<file path="src/rtl/dmi_arb_buf.sv">
// N-channel DMI request arbiter / response router with in-order ID FIFO.
// Optional orphan-response counter enabled by defining DMI_ARB_ORPHAN_CNT_EN.
module dmi_arb_buf #(
  parameter int NumCh     = 2,
  parameter int Depth     = 4,
  parameter int ReqWidth  = 41,
  parameter int RespWidth = 34
) (
  input  logic                       clk_i,
  input  logic                       rst_i,
  input  logic [NumCh*ReqWidth-1:0]  ch_req_i,
  input  logic [NumCh-1:0]           ch_req_valid_i,
  output logic [NumCh-1:0]           ch_req_ready_o,
  input  logic [NumCh-1:0]           ch_clear_i,
  output logic [NumCh*RespWidth-1:0] ch_resp_o,
  output logic [NumCh-1:0]           ch_resp_valid_o,
  input  logic [NumCh-1:0]           ch_resp_ready_i,
  output logic [ReqWidth-1:0]        dm_req_o,
  output logic                       dm_req_valid_o,
  input  logic                       dm_req_ready_i,
  input  logic [RespWidth-1:0]       dm_resp_i,
  input  logic                       dm_resp_valid_i,
  output logic                       dm_resp_ready_o,
  output logic                       busy_o,
  output logic [7:0]                 orphan_cnt_o
);

  localparam int IdxW = (NumCh > 1) ? $clog2(NumCh) : 1;
  localparam int PtrW = (Depth > 1) ? $clog2(Depth) : 1;
  localparam int CntW = $clog2(Depth + 1);

  logic [ReqWidth-1:0] req_pl_q, req_pl_d;
  logic                req_vld_q, req_vld_d;
  logic [IdxW-1:0]     rr_q, rr_d;
  logic [IdxW-1:0]     fifo_idx_q [Depth];
  logic [IdxW-1:0]     fifo_idx_d [Depth];
  logic [Depth-1:0]    fifo_drop_q, fifo_drop_d;
  logic [PtrW-1:0]     rd_ptr_q, rd_ptr_d, wr_ptr_q, wr_ptr_d;
  logic [CntW-1:0]     cnt_q, cnt_d;

  logic [NumCh-1:0] req_cand_s, grant_s, resp_vld_s;
  logic [IdxW-1:0]  gnt_idx_s, head_idx_s;
  logic             gnt_any_s, eligible_s, push_s, pop_s, nonempty_s;
  logic             head_drop_s, resp_rdy_s;

  assign req_cand_s = ch_req_valid_i & ~ch_clear_i;
  assign nonempty_s = (cnt_q != '0);
  assign eligible_s = (!req_vld_q || dm_req_ready_i) && (cnt_q < CntW'(Depth));
  assign push_s     = eligible_s && gnt_any_s;

  // Round-robin search starting at the pointer, wrapping past the last channel
  always_comb begin
    int cand;
    cand      = 0;
    gnt_any_s = 1'b0;
    gnt_idx_s = '0;
    for (int k = 0; k < NumCh; k++) begin
      cand = int'(rr_q) + k;
      cand = (cand >= NumCh) ? cand - NumCh : cand;
      if (!gnt_any_s && req_cand_s[cand]) begin
        gnt_any_s = 1'b1;
        gnt_idx_s = IdxW'(cand);
      end else begin
        gnt_any_s = gnt_any_s;
      end
    end
    grant_s = gnt_any_s ? (NumCh'(1) << gnt_idx_s) : '0;
  end

  // A clear arriving with the head entry drops it in the same cycle
  assign head_idx_s  = fifo_idx_q[rd_ptr_q];
  assign head_drop_s = fifo_drop_q[rd_ptr_q] || ch_clear_i[head_idx_s];

  // Response steering toward the head entry's issuer
  always_comb begin
    resp_vld_s = '0;
    resp_rdy_s = 1'b1;
    if (nonempty_s) begin
      resp_vld_s[head_idx_s] = dm_resp_valid_i && !head_drop_s;
      resp_rdy_s             = head_drop_s || ch_resp_ready_i[head_idx_s];
    end else begin
      resp_rdy_s = 1'b1;
    end
  end

  assign pop_s = nonempty_s && dm_resp_valid_i && resp_rdy_s;

  // Next-state for output stage, RR pointer and ID FIFO
  always_comb begin
    req_pl_d    = req_pl_q;
    req_vld_d   = req_vld_q;
    rr_d        = rr_q;
    fifo_idx_d  = fifo_idx_q;
    wr_ptr_d    = wr_ptr_q;
    rd_ptr_d    = rd_ptr_q;
    for (int i = 0; i < Depth; i++) begin
      fifo_drop_d[i] = fifo_drop_q[i] | ch_clear_i[fifo_idx_q[i]];
    end
    if (push_s) begin
      req_pl_d               = ch_req_i[gnt_idx_s*ReqWidth +: ReqWidth];
      req_vld_d              = 1'b1;
      rr_d                   = (int'(gnt_idx_s) == NumCh - 1) ? '0 : gnt_idx_s + 1'b1;
      fifo_idx_d[wr_ptr_q]   = gnt_idx_s;
      fifo_drop_d[wr_ptr_q]  = 1'b0;
      wr_ptr_d               = (wr_ptr_q == PtrW'(Depth - 1)) ? '0 : wr_ptr_q + 1'b1;
    end else if (dm_req_ready_i) begin
      req_vld_d = 1'b0;
    end else begin
      req_vld_d = req_vld_q;
    end
    if (pop_s) begin
      rd_ptr_d = (rd_ptr_q == PtrW'(Depth - 1)) ? '0 : rd_ptr_q + 1'b1;
    end else begin
      rd_ptr_d = rd_ptr_q;
    end
    case ({push_s, pop_s})
      2'b10:   cnt_d = cnt_q + 1'b1;
      2'b01:   cnt_d = cnt_q - 1'b1;
      default: cnt_d = cnt_q;
    endcase
  end

  // State registers
  always_ff @(posedge clk_i or posedge rst_i) begin
    if (rst_i) begin
      req_pl_q    <= '0;
      req_vld_q   <= 1'b0;
      rr_q        <= '0;
      fifo_idx_q  <= '{default: '0};
      fifo_drop_q <= '0;
      rd_ptr_q    <= '0;
      wr_ptr_q    <= '0;
      cnt_q       <= '0;
    end else begin
      req_pl_q    <= req_pl_d;
      req_vld_q   <= req_vld_d;
      rr_q        <= rr_d;
      fifo_idx_q  <= fifo_idx_d;
      fifo_drop_q <= fifo_drop_d;
      rd_ptr_q    <= rd_ptr_d;
      wr_ptr_q    <= wr_ptr_d;
      cnt_q       <= cnt_d;
    end
  end

`ifdef DMI_ARB_ORPHAN_CNT_EN
  logic [7:0] orphan_cnt_q, orphan_cnt_d;
  logic       orphan_s;

  assign orphan_s = !nonempty_s && dm_resp_valid_i;

  // Saturating orphan counter
  always_comb begin
    orphan_cnt_d = (orphan_s && (orphan_cnt_q != 8'hFF)) ? orphan_cnt_q + 8'd1 : orphan_cnt_q;
  end

  // Orphan counter register, cleared only by reset
  always_ff @(posedge clk_i or posedge rst_i) begin
    if (rst_i) begin
      orphan_cnt_q <= 8'd0;
    end else begin
      orphan_cnt_q <= orphan_cnt_d;
    end
  end

  assign orphan_cnt_o = orphan_cnt_q;
`else
  assign orphan_cnt_o = 8'd0;
`endif

  // Combinational outputs are forced low while reset is held
  assign ch_req_ready_o  = (push_s && !rst_i) ? grant_s : '0;
  assign ch_resp_valid_o = rst_i ? '0 : resp_vld_s;
  assign dm_resp_ready_o = resp_rdy_s && !rst_i;
  assign ch_resp_o       = rst_i ? '0 : {NumCh{dm_resp_i}};
  assign dm_req_o        = req_pl_q;
  assign dm_req_valid_o  = req_vld_q;
  assign busy_o          = nonempty_s || req_vld_q;

endmodule

</file>
<file path="config.mk">
export PLATFORM = sky130hd
export DESIGN_NAME = dmi_arb_buf
export DESIGN_NICKNAME = d
export VERILOG_FILES = /design/src/rtl/dmi_arb_buf.sv
export SDC_FILE = /design/constraint.sdc
export NUM_CORES = 1
export LEC_CHECK = 0
export BUFFER_PORTS_ARGS = -buffer_cell sky130_fd_sc_hd__buf_2
export CAP_MARGIN = 20
export CORE_MARGIN = 5
export CORE_UTILIZATION = 46
export CTS_BUF_LIST = sky130_fd_sc_hd__clkbuf_4 sky130_fd_sc_hd__clkbuf_8
export CTS_CLUSTER_DIAMETER = 100
export DETAILED_ROUTE_END_ITERATION = 10
export PLACE_DENSITY = 0.93
export SETUP_SLACK_MARGIN = 0.3
export SLEW_MARGIN = 5
export SYNTH_ARGS = -nofsm -noshare
export SYNTH_HDL_FRONTEND = slang
export SYNTH_SLANG_ARGS = --single-unit
export TNS_END_PERCENT = 10
</file>
<file path="constraint.sdc">
create_clock -name clk_i -period 4.37 [get_ports clk_i]
set_input_delay 0.2185 -clock clk_i [delete_from_list [all_inputs] [get_ports clk_i]]
set_output_delay 0.2185 -clock clk_i [all_outputs]
set_load 0.02 [all_outputs]
</file>
; Yosys cells after proc, flatten, opt, wreduce, memory -nomap -nowiden
; Cells that the tools add are included.
; W data, S select, Z words.
[op_classes]
n_lt_le_gt_ge = 17
mul = 1
n_shift = 2
eq_ne = 4
n_mux = 49
bitwise = 11
add_sub_neg = 8
reduce_logical = 22
[op_table]
columns = op, count
row1 = $shiftx A82 B8 Y41, 1
row2 = $mux W68, 1
row3 = $lt A32 B3 Y1 const B, 2
row4 = $mux W32, 2
row5 = $mux W1, 32
row6 = $mux W2, 6
row7 = $logic_and A1 B1 Y1, 11
row8 = $lt A1 B2 Y1 const B, 5
row9 = $mul A1 B6 Y7 const B, 1
row10 = $eq A2 B2 Y1 const B, 3
row11 = $ge A3 B3 Y1 const B, 2
row12 = $lt A2 B3 Y1 const B, 2
row13 = $not A2 Y3, 2
row14 = $pmux W3 S2, 1
row15 = $add A2 B1 Y2 const B, 2
row16 = $and A2 B2 Y2, 2
row17 = $and A4 B4 Y4, 1
row18 = $bmux W1 S2, 2
row19 = $bwmux W4, 1
row20 = $demux W1 S2, 2
row21 = $logic_not A1 Y1, 4
row22 = $logic_or A1 B1 Y1, 4
row23 = $mux W4, 1
row24 = $not A4 Y4, 1
row25 = other kinds (19), 23
[word_totals]
in_bits = 126
wordCells = 125
ff_bits = 58

; Depth between registers and ports, before layout
[depth]
depth_word = 12
ltp_mapped = 10
mapped_depth_nobuf = 9

; Worst setup path before layout
; No wires, ideal clock.
[synth_path]
path_type = reg2reg
from = register rd_ptr_q[0]
to = register cnt_q[2]
period_less_slack_ns = 2.563
setup_ns = 0.079
stages_incl_launch_ff = 10
slack_ns = 1.807
t_arrival_ns = 2.483
path_cell_list = dfrtp_1 -> mux4_2 -> mux2_4 -> a21oi_4 -> ha_1 -> inv_1 -> fa_1 -> xor2_1 -> nor2_1 -> xor2_1
[synth_via]
elab_chain_cells = 12
elab_cells_between_ends = 18
classes_between = eq/ne: 2 / mux: 11 / bitwise: 1 / reduce/logical: 4
[synth_rtl]
columns = element, line_no
row1 = "start, declared", 38  ; logic [PtrW-1:0] rd_ptr_q, rd_ptr_d, wr_ptr_q, wr_ptr_d;
row2 = "start signal, assigned", 140  ; rd_ptr_q <= rd_ptr_d;
row3 = $not A2 Y3 (implied by the code), 71  ; assign head_idx_s = fifo_idx_q[rd_ptr_q];
row4 = $bmux W1 S2, 71
row5 = $mux W1 (implied by the code) (2 in a row), 71
row6 = $mux W1 (implied by the code) (2 in a row), 72  ; assign head_drop_s = fifo_drop_q[rd_ptr_q] || ch_clear_i[head_idx_s];
row7 = $logic_or A1 B1 Y1, 72
row8 = $logic_or A1 B1 Y1 *, 80  ; resp_rdy_s = head_drop_s || ch_resp_ready_i[head_idx_s];
row9 = $mux W1 *, 78  ; if (nonempty_s) begin
row10 = $logic_and A1 B1 Y1 *, 86  ; assign pop_s = nonempty_s && dm_resp_valid_i && resp_rdy_s;
row11 = named net pop_s, 43  ; logic gnt_any_s, eligible_s, push_s, pop_s, nonempty_s;
row12 = $eq A2 B1 Y1 or $eq A2 B2 Y1 (tied branches), 116  ; case ({push_s, pop_s})
row13 = $pmux W3 S2 or $reduce_bool A2 Y1 (tied branches), -
row14 = "end signal, assigned", 142  ; cnt_q <= cnt_d;
row15 = "end, declared", 39  ; logic [CntW-1:0] cnt_q, cnt_d;
; The timed path passes the listed nets; every way through them passes the cells marked *. The select of a mux whose other input is x is not followed.
; A chain may end at the register's enable or synchronous reset.

; Worst setup path in the final report
; Same ends and word-level chain as after synthesis.

==> impl_metrics.toml <==
[logic_synthesis]
synth_top_area_share_pct = 42.0
synth_area_leaders = "dfrtp_1 (42%), mux2i_1 (13%), buf_4 (9.8%), nor2b_1 (6.9%), a21oi_1 (6.8%)"
netlist_instances = 356
ys_types = 34
synth_ff_type = "dfrtp_1"
ys_ff_latch = 58
synth_top_area_cell = "dfrtp_1"
synth_edf_count = 0
avgSynthCellArea_um2 = 9.71
netlist_area_um2 = 3460
yosysWarnings = 0
ys_seq_area_share_pct = 42.0
synthArstFlopShare_pct = 100

[timing]
finalMaxSlewViolations = 0
rsz0062_at_grt = "no"
period_needed_ns = 2.72
clock.fmax_mhz = 368
finalClockSkew_ns = 0.00860
worst_slew_pin_slew_ns = 0.873
slew_headroom_pct = 41.8
hold_viol = 0
setup_violations = 0
period_share_pct = 62.1
finalSetupTns_ns = 0

[die]
io_pins = 250
die_w_um = 96.7
core_area_um2 = 7290
start_util_pct = 47.4
die-area_um2 = 9350
die_h_um = 96.7
rows = 31

[setup_path]
reg2reg_depth = 9
regToRegSetupSlack_ns = 1.65
crit_type = "reg -> reg"
r2r_end = "cnt_q[2]$_DFFE_PP0P_"
critical_path_required_ns = 4.62
cp-end-kind = "flop"
cp_max_fo = 5
cp-start-kind = "flop"
crit_path_end = "cnt_q[2]$_DFFE_PP0P_"
r2r-start = "rd_ptr_q[0]$_DFFE_PP0P_"
startpoint = "rd_ptr_q[0]$_DFFE_PP0P_"
cp.arrival_ns = 2.96

[clock_network]
cts_sinks = 58
cts_resized = 0
cts_hold_buf = 0
numCtsBuffers = 9
post_cts_buffers = 0
root_buffer = "clkbuf_8"
insertion_delay_ns = 0.32
cts_buffer_depth = 2
htree_num_levels = 3
path_clk_slew_ns = 0.07
cts_tree = "done"

[placed_design]
port_buffers = 241
hpwl_mm = 8.62
finalWeightedCongestion = 0.883
dp_cells = 644

[pwr]
pwr-share-comb_pct = 46.7
sequentialPowerShare_pct = 36.8
leakage_nw = 2.40
power.internal_w = 0.00150
p_per_area_nw_per_um2 = 576
switching_share_pct = 43.2
p_clk_share_pct = 16.5
ir_worst_vdd_mv = 0.413
p_sw_w = 0.00115

[worst_hold_path]
hold_class = "in -> reg"
hold_start = "dm_req_ready_i"

[cells_and_area]
syn_to_final_growth_pct = 33.0
drive_gt1_share_pct = 47.9
finish.utilization_pct = 63.1
nets = 689
fin_cells = 659
antennaDiodeCount = 0

[detailed_routing]
drc = 0
drtIter0Drc = 122
firstDrtPassIters = 4
vias = 3284
routed_wl_mm = 10.5
drtAntennaViolNets = 0
vias_per_cell = 4.98
wire_per_inst_um = 15.9

[global_route]
antenna_found_initial = 0
first_global_vias = 3531
grt_usage_pct = 22.0
grt_pass1_wl_mm = 17.0
grt_max_degree = 98
overflow = 0

[run]
maxCapViolations = 0

[status]
status = "complete, no violations"
-- power by group through the flow --
| stage | logic (W) | registers (W) | clock network (W) |
|---|---|---|---|
| final | 0.00124 | 0.000975 | 0.000437 |
| after global routing | 0.00135 | 0.00101 | 0.000477 |
| after CTS | 0.00125 | 0.000974 | 0.000445 |
| after detailed placement | 0.00125 | 0.000978 | 0 |
| after global placement | 0.00119 | 0.000959 | 0 |
| after floorplan | 0.000627 | 0.00118 | 0 |
-- state kept, by name, summed over array words and instances, names as in the netlist --
signal          cells
dm_req_valid_o      1
fifo_idx_q          4
rr_q                1
fifo_drop_q         4
rd_ptr_q            2
cnt_q               3
dm_req_o           41
wr_ptr_q            2
-- worst max-delay path, stage by stage, from the launching register on --
cell and delay (ns):
dfrtp_1 0.44, mux4_2 0.61, mux2_4 0.35, a21oi_4 0.19, ha_1 0.21, inv_1 0.06
fa_1 0.37, xor2_1 0.15, nor2_1 0.11, xor2_1 0.15
-- placed cells by master, fill, tap and decap left out, types with 3 or more instances in the layout --
cell type / instances
a211oi_1: 4
a21oi_1: 47
buf_2: 241
buf_4: 3
clkbuf_4: 3
clkbuf_8: 10
conb_1: 8
dfrtp_1: 58
ha_1: 6
inv_1: 7
mux2_1: 4
mux2i_1: 45
nand2_1: 8
nand2b_1: 3
nor2_1: 48
nor2b_1: 38
-- metrics by stage --
| stage | area [um2] | setup slack (ns) | hold WS [ns] | total power [W] |
|---|---|---|---|---|
| floorplan | 3480 | 1.81 | 0.402 | 0.00181 |
| global placement | 4430 | 1.74 | 0.502 | 0.00215 |
| detailed placement | 4430 | 1.68 | 0.516 | 0.00222 |
| CTS | 4600 | 1.66 | 0.168 | 0.00267 |
| global route | 4600 | 1.57 | 0.192 | 0.00284 |
| finish | 4600 | 1.65 | 0.180 | 0.00265 |
-- final cells by class --
| type | instances | area [um2] |
|---|---|---|
| Timing Repair Buffer | 244 | 1230 |
| Clock buffer | 13 | 160 |
| Tap cell | 99 | 124 |
| Multi-Input combinational cell | 234 | 1590 |
| Clock inverter | 2 | 13.8 |
| Sequential cell | 58 | 1450 |
| Inverter | 9 | 33.8 |
| Fill cell | 613 | 2690 |
-- cell usage after synthesis, drive strengths merged (2+ instances only) --
cell and n:
mux2 6, nor3 2, buf 52, and3 2, nor2 48, nand2 8, inv 9, o21ai 2
a21oi 48, ha 6, dfrtp 58, mux2i 45, a211oi 4, mux4 2, nor2b 38, xor2 2
clkbuf 10, nand2b 3
-- worst min path at each step --
stage	to	cells past startpoint
6_report	dm_req_valid_o$_DFFE_PP0P_	4
5_1_grt	dm_req_valid_o$_DFFE_PP0P_	4
4_1_cts	dm_req_valid_o$_DFFE_PP0P_	4
3_5_place_dp	dm_req_o[20]$_DFFE_PP0P_	2
3_3_place_gp	cnt_q[0]$_DFFE_PP0P_	1
2_1_floorplan	fifo_drop_q[2]$_DFF_PP0_	2
-- routing by layer --
metal | vias up | part of all wire (%) | GRT usage, %
met2 | 194 | 54 | 41.2
met5 | - | 0 | 0
li1 | 1532 | - | -
met3 | 23 | 8.6 | 6.33
met4 | 0 | 2.6 | 7.99
met1 | 1535 | 35 | 23.3
-- cell families (layout without fill, tap and decap cells) --
group | after synthesis | after routing | share of synthesized area, %
XOR/XNOR | 3 | 3 | 0.760
buffers and inverters | 71 | 268 | 12.8
flip-flops | 58 | 58 | 42.0
adder cells (fa/ha/maj) | 7 | 7 | 2.75
AO/OA/AOI/OAI | 60 | 60 | 10.4
multiplexers | 53 | 53 | 16.6
AND/OR/NAND/NOR | 103 | 103 | 14.5
other | 1 | 8 | 0.108
Power figures use the tool's default switching activity.
